`config.mk`:
```
export PLATFORM = sky130hd
export DESIGN_NAME = imem_loader
export DESIGN_NICKNAME = d
export VERILOG_FILES = /design/src/rtl/imem_loader.sv
export SDC_FILE = /design/constraint.sdc
export NUM_CORES = 1
export LEC_CHECK = 0
export ABC_AREA = 1
export BUFFER_PORTS_ARGS = -buffer_cell sky130_fd_sc_hd__clkbuf_2
export CORE_MARGIN = 2
export CORE_UTILIZATION = 48
export DETAILED_ROUTE_END_ITERATION = 10
export HOLD_SLACK_MARGIN = 0.08
export PLACE_DENSITY_LB_ADDON = 0.3
export RECOVER_POWER = 50
export SYNTH_ARGS = -nofsm -noshare
export SYNTH_HDL_FRONTEND = slang
export SYNTH_SLANG_ARGS = --single-unit
```
`constraint.sdc`:
```
create_clock -name clk -period 1.95 [get_ports clk]
set_clock_uncertainty 0.15 [all_clocks]
set_input_delay 0.195 -clock clk [delete_from_list [all_inputs] [get_ports clk]]
set_output_delay 0.195 -clock clk [all_outputs]
set_load 0.05 [all_outputs]
```
`src/rtl/imem_loader.sv`:
```
// imem_loader: encodes symbolic MIPS instructions into machine words and
// writes them sequentially into instruction memory. It holds the core
// disabled until the program is loaded, then releases it.
// Optional feature macro: IMEM_LOADER_CHECKSUM_EN (running XOR of written words).
module imem_loader #(
  parameter int unsigned AWIDTH = 10,
  parameter int unsigned BASE   = 0
) (
  input  logic              clk,
  input  logic              reset,
  input  logic              in_valid,
  output logic              in_ready,
  input  logic [4:0]        in_mnem,
  input  logic [4:0]        in_rs,
  input  logic [4:0]        in_rt,
  input  logic [4:0]        in_rd,
  input  logic [4:0]        in_shamt,
  input  logic [15:0]       in_imm,
  input  logic [25:0]       in_target,
  input  logic              in_last,
  input  logic              restart,
  output logic              imem_we,
  output logic [AWIDTH-1:0] imem_addr,
  output logic [31:0]       imem_wd,
  output logic              cpu_enable,
  output logic [AWIDTH:0]   words_loaded,
  output logic              error,
  output logic [31:0]       checksum
);

  localparam int unsigned CW = AWIDTH + 1;
  localparam logic [AWIDTH-1:0] ADDR_BASE = AWIDTH'(BASE);
  localparam logic [AWIDTH-1:0] ADDR_MAX  = '1;

  typedef enum logic [1:0] {S_LOAD, S_FLUSH, S_RUN, S_ERR} state_t;
  typedef enum logic [2:0] {F_R, F_SH, F_JR, F_I, F_LUI, F_J} fmt_t;

  state_t            r_state;
  logic [AWIDTH-1:0] r_addr;
  fmt_t              w_fmt;
  logic [5:0]        w_code;
  logic              w_legal;
  logic [31:0]       w_word;
  logic              w_accept;
  logic              w_write;
  logic              w_restart;

  assign w_accept  = in_valid & in_ready;
  assign w_write   = w_accept & w_legal;
  assign w_restart = restart & ((r_state == S_RUN) | (r_state == S_ERR));

  // Mnemonic decode: instruction format and op/func code
  always_comb begin
    w_legal = 1'b1;
    w_fmt   = F_R;
    w_code  = 6'b000000;
    case (in_mnem)
      5'd0:  w_code = 6'b100000;
      5'd1:  w_code = 6'b100001;
      5'd2:  w_code = 6'b100010;
      5'd3:  w_code = 6'b100100;
      5'd4:  w_code = 6'b100101;
      5'd5:  w_code = 6'b100110;
      5'd6:  w_code = 6'b100111;
      5'd7:  w_code = 6'b101010;
      5'd8:  w_code = 6'b101011;
      5'd9:  begin w_fmt = F_SH;  w_code = 6'b000000; end
      5'd10: w_code = 6'b000100;
      5'd11: begin w_fmt = F_SH;  w_code = 6'b000010; end
      5'd12: begin w_fmt = F_SH;  w_code = 6'b000011; end
      5'd13: begin w_fmt = F_JR;  w_code = 6'b001000; end
      5'd14: begin w_fmt = F_I;   w_code = 6'b100011; end
      5'd15: begin w_fmt = F_I;   w_code = 6'b101011; end
      5'd16: begin w_fmt = F_I;   w_code = 6'b001000; end
      5'd17: begin w_fmt = F_I;   w_code = 6'b001001; end
      5'd18: begin w_fmt = F_I;   w_code = 6'b001010; end
      5'd19: begin w_fmt = F_I;   w_code = 6'b001011; end
      5'd20: begin w_fmt = F_I;   w_code = 6'b001101; end
      5'd21: begin w_fmt = F_LUI; w_code = 6'b001111; end
      5'd22: begin w_fmt = F_I;   w_code = 6'b001100; end
      5'd23: begin w_fmt = F_I;   w_code = 6'b001110; end
      5'd24: begin w_fmt = F_I;   w_code = 6'b000100; end
      5'd25: begin w_fmt = F_I;   w_code = 6'b000101; end
      5'd26: begin w_fmt = F_J;   w_code = 6'b000010; end
      5'd27: begin w_fmt = F_J;   w_code = 6'b000011; end
      default: w_legal = 1'b0;
    endcase
  end

  // Field packing per format; unused input fields are dropped here
  always_comb begin
    w_word = '0;
    case (w_fmt)
      F_R:     w_word = {6'b000000, in_rs, in_rt, in_rd, 5'b00000, w_code};
      F_SH:    w_word = {6'b000000, 5'b00000, in_rt, in_rd, in_shamt, w_code};
      F_JR:    w_word = {6'b000000, in_rs, 15'd0, w_code};
      F_I:     w_word = {w_code, in_rs, in_rt, in_imm};
      F_LUI:   w_word = {w_code, 5'b00000, in_rt, in_imm};
      F_J:     w_word = {w_code, in_target};
      default: w_word = '0;
    endcase
  end

  // Loader FSM with registered write port, handshake and core enable
  always_ff @(posedge clk) begin
    if (reset) begin
      r_state      <= S_LOAD;
      r_addr       <= ADDR_BASE;
      in_ready     <= 1'b1;
      imem_we      <= 1'b0;
      imem_addr    <= ADDR_BASE;
      imem_wd      <= '0;
      cpu_enable   <= 1'b0;
      words_loaded <= '0;
      error        <= 1'b0;
    end else begin
      imem_we <= 1'b0;
      case (r_state)
        S_LOAD: begin
          if (w_accept) begin
            if (!w_legal) begin
              r_state  <= S_ERR;
              error    <= 1'b1;
              in_ready <= 1'b0;
            end else begin
              imem_we      <= 1'b1;
              imem_addr    <= r_addr;
              imem_wd      <= w_word;
              words_loaded <= words_loaded + CW'(1);
              r_addr       <= r_addr + AWIDTH'(1);
              if (in_last) begin
                r_state  <= S_FLUSH;
                in_ready <= 1'b0;
              end else if (r_addr == ADDR_MAX) begin
                r_state  <= S_ERR;
                error    <= 1'b1;
                in_ready <= 1'b0;
              end
            end
          end
        end
        S_FLUSH: r_state <= S_RUN;
        S_RUN, S_ERR: begin
          // Enable trails FLUSH by a cycle so no write overlaps execution
          cpu_enable <= (r_state == S_RUN) & ~restart;
          if (restart) begin
            r_state      <= S_LOAD;
            r_addr       <= ADDR_BASE;
            in_ready     <= 1'b1;
            imem_addr    <= ADDR_BASE;
            words_loaded <= '0;
            error        <= 1'b0;
          end
        end
        default: r_state <= S_LOAD;
      endcase
    end
  end

`ifdef IMEM_LOADER_CHECKSUM_EN
  logic [31:0] r_checksum;

  // Running XOR of every word written since reset or restart
  always_ff @(posedge clk) begin
    if (reset) begin
      r_checksum <= '0;
    end else if (w_restart) begin
      r_checksum <= '0;
    end else if (w_write) begin
      r_checksum <= r_checksum ^ w_word;
    end
  end

  assign checksum = r_checksum;
`else
  assign checksum = 32'd0;
`endif

endmodule

```
==> metrics.md <==
| Metric | Value |
|---|---|
| RSZ-0062 raised after global routing | `true` |
| Most frequent cells in the layout | `nand2_1 (177), clkbuf_2 (69), dfxtp_1 (66)` |
| Commonest non-fill, non-tap cell in the layout | `nand2_1` |
| CTS clk-pin slew, worst paths | `0.08 ns` |
| First-pass GRT wire length | `17.8 mm` |
| Std-Cell Rows | `32` |
| GP Congestion | `0.946` |
| Total net switching power | `1.54 mW` |
| Nature of the critical path startpoint | `input port` |
| Post-DRT Antenna Nets | `0` |
| Gate power share | `0.327` |
| P per Cell Area | `771 mW/mm^2` |
| Post-Syn Area | `0.00371 mm^2` |
| Hold Path Origin | `in_target[2]` |
| Post-Synthesis Cells | `558` |
| Cell area after layout | `0.00501 mm^2` |
| Total track usage | `0.261` |
| # setup viols final | `0` |
| WHS Path Cells | `5` |
| Slew Limit Fails | `0` |
| Synth warn | `0` |
| CP Data Arrival Time | `1.98 ns` |
| Final TNS setup | `0 ns` |
| Post-DP HPWL | `7.38 mm` |
| Worst-skew pair later-pin latency | `0.35 ns` |
| Antenna diodes | `0` |
| Slew @ Worst Pin | `0.635 ns` |
| Peak supply drop | `564 uV` |
| Average wire per standard cell | `13.1 um` |
| Placed Cells | `779` |
| H-tree levels | `3` |
| Synth area leader | `dfxtp_1` |
| Die area | `0.00845 mm^2` |
| Path depth of the worst reg2reg path | `10` |
| Core ar. | `0.00761 mm^2` |
| Max-cap violation count | `0` |
| Initial antenna violation count | `0` |
| Sw Ratio | `0.398` |
| Most used DFF post-synth | `dfxtp_1` |
| Total internal power | `2.32 mW` |
| Register bit total from synthesis | `68` |
| FF/Latch Area | `0.00136 mm^2` |
| Vias post-DR | `4289` |
| Synth top area share | `0.367` |
| Area growth from synthesis to layout | `34.9%` |
| Number of DRC markers in iteration 0 | `259` |
| Outcome | `finished clean` |
| Pleak | `2.22 nW` |
| Max_slew headroom | `0.579` |
| Post-synth ARST share | `0` |
| Multi-input gate area | `0.00200 mm^2` |
| Seq/Total Area, Yosys | `0.367` |
| Crit Path Category | `input port to flop` |
| Area of placed instances | `0.00436 mm^2` |
| CTS tree | `yes` |
| Seq pwr share | `0.398` |
| Fillers | `684` |
| Hold endpoint | `imem_wd[2]$_SDFFE_PP0P_` |
| R2R setup slack | `0.16 ns` |
| Die width | `91.9 um` |
| Maximum clock insertion buffer count | `2` |
| Proportion of layout cells with a drive suffix above 1 | `0.202` |
| Reg2reg end | `words_loaded[10]$_SDFFE_PP0P_` |
| Final period util | `0.978` |
| FF-to-FF Start | `r_state[0]$_SDFFE_PP0P_` |
| Synth cell types | `31` |
| Finished Layout Cells | `843` |
| Minimum clock period | `1.91 ns` |
| Worst Setup End Kind | `flop` |
| Number of global-route vias before repair | `4089` |
| Total CTS buffers | `9` |
| Clock network power share | `0.275` |
| DR DRC count | `0` |
| Height of the chip | `91.9 um` |
| # port buffers | `127` |
| Final-stage net count | `810` |
| Final wirelength | `11.0 mm` |
| Fmax | `524 MHz` |
| Ports | `161` |
| Crit-path max FO | `8` |
| Vias/cell | `5.09` |
| Hold crit path type | `input port to flop` |
| Initial Util | `0.488` |
| CTS Sinks | `68` |
| Synth top area cells | `dfxtp_1 (37%), nand2_1 (18%), a21oi_1 (8.8%), buf_4 (7.5%), nand3_1 (5.4%)` |
| First-pass DRT Iterations | `5` |
| Largest net degree at the start of global routing | `33` |
| Synth Area per Inst | `6.65 um^2` |
| WP data required | `2.02 ns` |
| EDFF count, synth | `0` |
| Final hold vios | `0` |
| Root Buffer | `clkbuf_8` |
| GRT overflow | `0` |
-- kinds of logic after synthesis --
group,share of synthesized area
AND/OR/NAND/NOR,0.344
buffers and inverters,0.143
AO/OA/AOI/OAI,0.138
flip-flops,0.367
adder cells (fa/ha/maj),0.00674
other,0.00101
-- routing by layer --
layer  vias up  routed length (um)  global-route usage
met4         0                 395               0.132
li1       2095                   -                   -
met1      1931                4380               0.302
met2       220                5390               0.449
met5         -                   0                   0
met3        43                 875              0.0600
-- synth_stat cells (2+ instances only) --
cell type / number
clkbuf_1: 6
a21oi_1: 65
nor2_1: 35
nor2_4: 3
o21a_1: 2
nor3_1: 11
dfxtp_1: 68
o21ai_0: 13
nand3_1: 40
a22oi_1: 4
inv_2: 7
buf_4: 37
ha_1: 2
nand4_1: 7
inv_1: 33
nor2_2: 5
buf_2: 10
a211oi_1: 4
or2_2: 2
nand2_2: 9
a31oi_1: 4
nand2_1: 182
-- power groups by stage --
| stage | Clock (mW) | Combinational (mW) | Sequential [mW] |
|---|---|---|---|
| 2_1_floorplan | 0 | 0.653 | 1.80 |
| 5_1_grt | 1.16 | 1.35 | 1.55 |
| 3_5_place_dp | 0 | 1.14 | 1.56 |
| 3_3_place_gp | 0 | 1.13 | 1.56 |
| 4_1_cts | 1.09 | 1.25 | 1.53 |
| 6_report | 1.06 | 1.26 | 1.54 |
-- critical path, cell delays in order --
cell and delay [ns]:
clkbuf_2 0.16, nand2_2 0.16, nor2_2 0.07, nor2_2 0.18, nand3_4 0.17, buf_4 0.21
nand2_2 0.06, nand3_1 0.06, dlygate4sd3_1 0.58, nand2_1 0.08, a21oi_1 0.06
-- worst max path at each step --
stage	slack, ns	startpoint	endpoint
floorplan	0.11	words_loaded[0]$_SDFFE_PP0P_	words_loaded[10]$_SDFFE_PP0P_
global placement	0.14	r_state[1]$_SDFFE_PP0P_	words_loaded[9]$_SDFFE_PP0P_
detailed placement	0.1	r_state[1]$_SDFFE_PP0P_	words_loaded[10]$_SDFFE_PP0P_
CTS	0.03	in_mnem[1]	imem_wd[13]$_SDFFE_PP0P_
global route	-0.07	in_mnem[0]	imem_wd[18]$_SDFFE_PP0P_
finish	0.04	in_mnem[3]	imem_wd[14]$_SDFFE_PP0P_
-- registers in the layout, summed over array words and instances (netlist names) --
signal / cells
r_addr: 10
cpu_enable: 1
error: 1
imem_we: 1
words_loaded: 11
imem_addr: 10
imem_wd: 31
in_ready: 1
r_state: 2
-- repair_timing --
item                                   4_1_cts  5_1_grt
hold buffers                                47        0
setup endpoints to repair                    0       36
endpoints found under the hold margin       26        0
setup buffers                                0        1
resized for setup                            0       28
-- area by class of cell --
| cell class | instances | share of cell area |
|---|---|---|
| tap | 102 | 0.0255 |
| sequential | 68 | 0.272 |
| clock inverter | 7 | 0.0105 |
| inverter | 40 | 0.0305 |
| timing repair buffer | 191 | 0.237 |
| multi-input combinational | 426 | 0.399 |
| clock buffer | 9 | 0.0247 |
-- through the flow --
| stage | hold slack, ns | worst slack, ns | total power, mW | util |
|---|---|---|---|---|
| final | 0.0838 | 0.0420 | 3.86 | 0.658 |
| after global routing | 0.0962 | -0.0685 | 4.06 | 0.658 |
| after CTS | 0.0861 | 0.0268 | 3.86 | 0.658 |
| after detailed placement | 0.306 | 0.0951 | 2.70 | 0.573 |
| after global placement | 0.298 | 0.136 | 2.69 | 0.573 |
| after floorplan | 0.239 | 0.105 | 2.45 | - |
(Power assumes the default switching activity.)
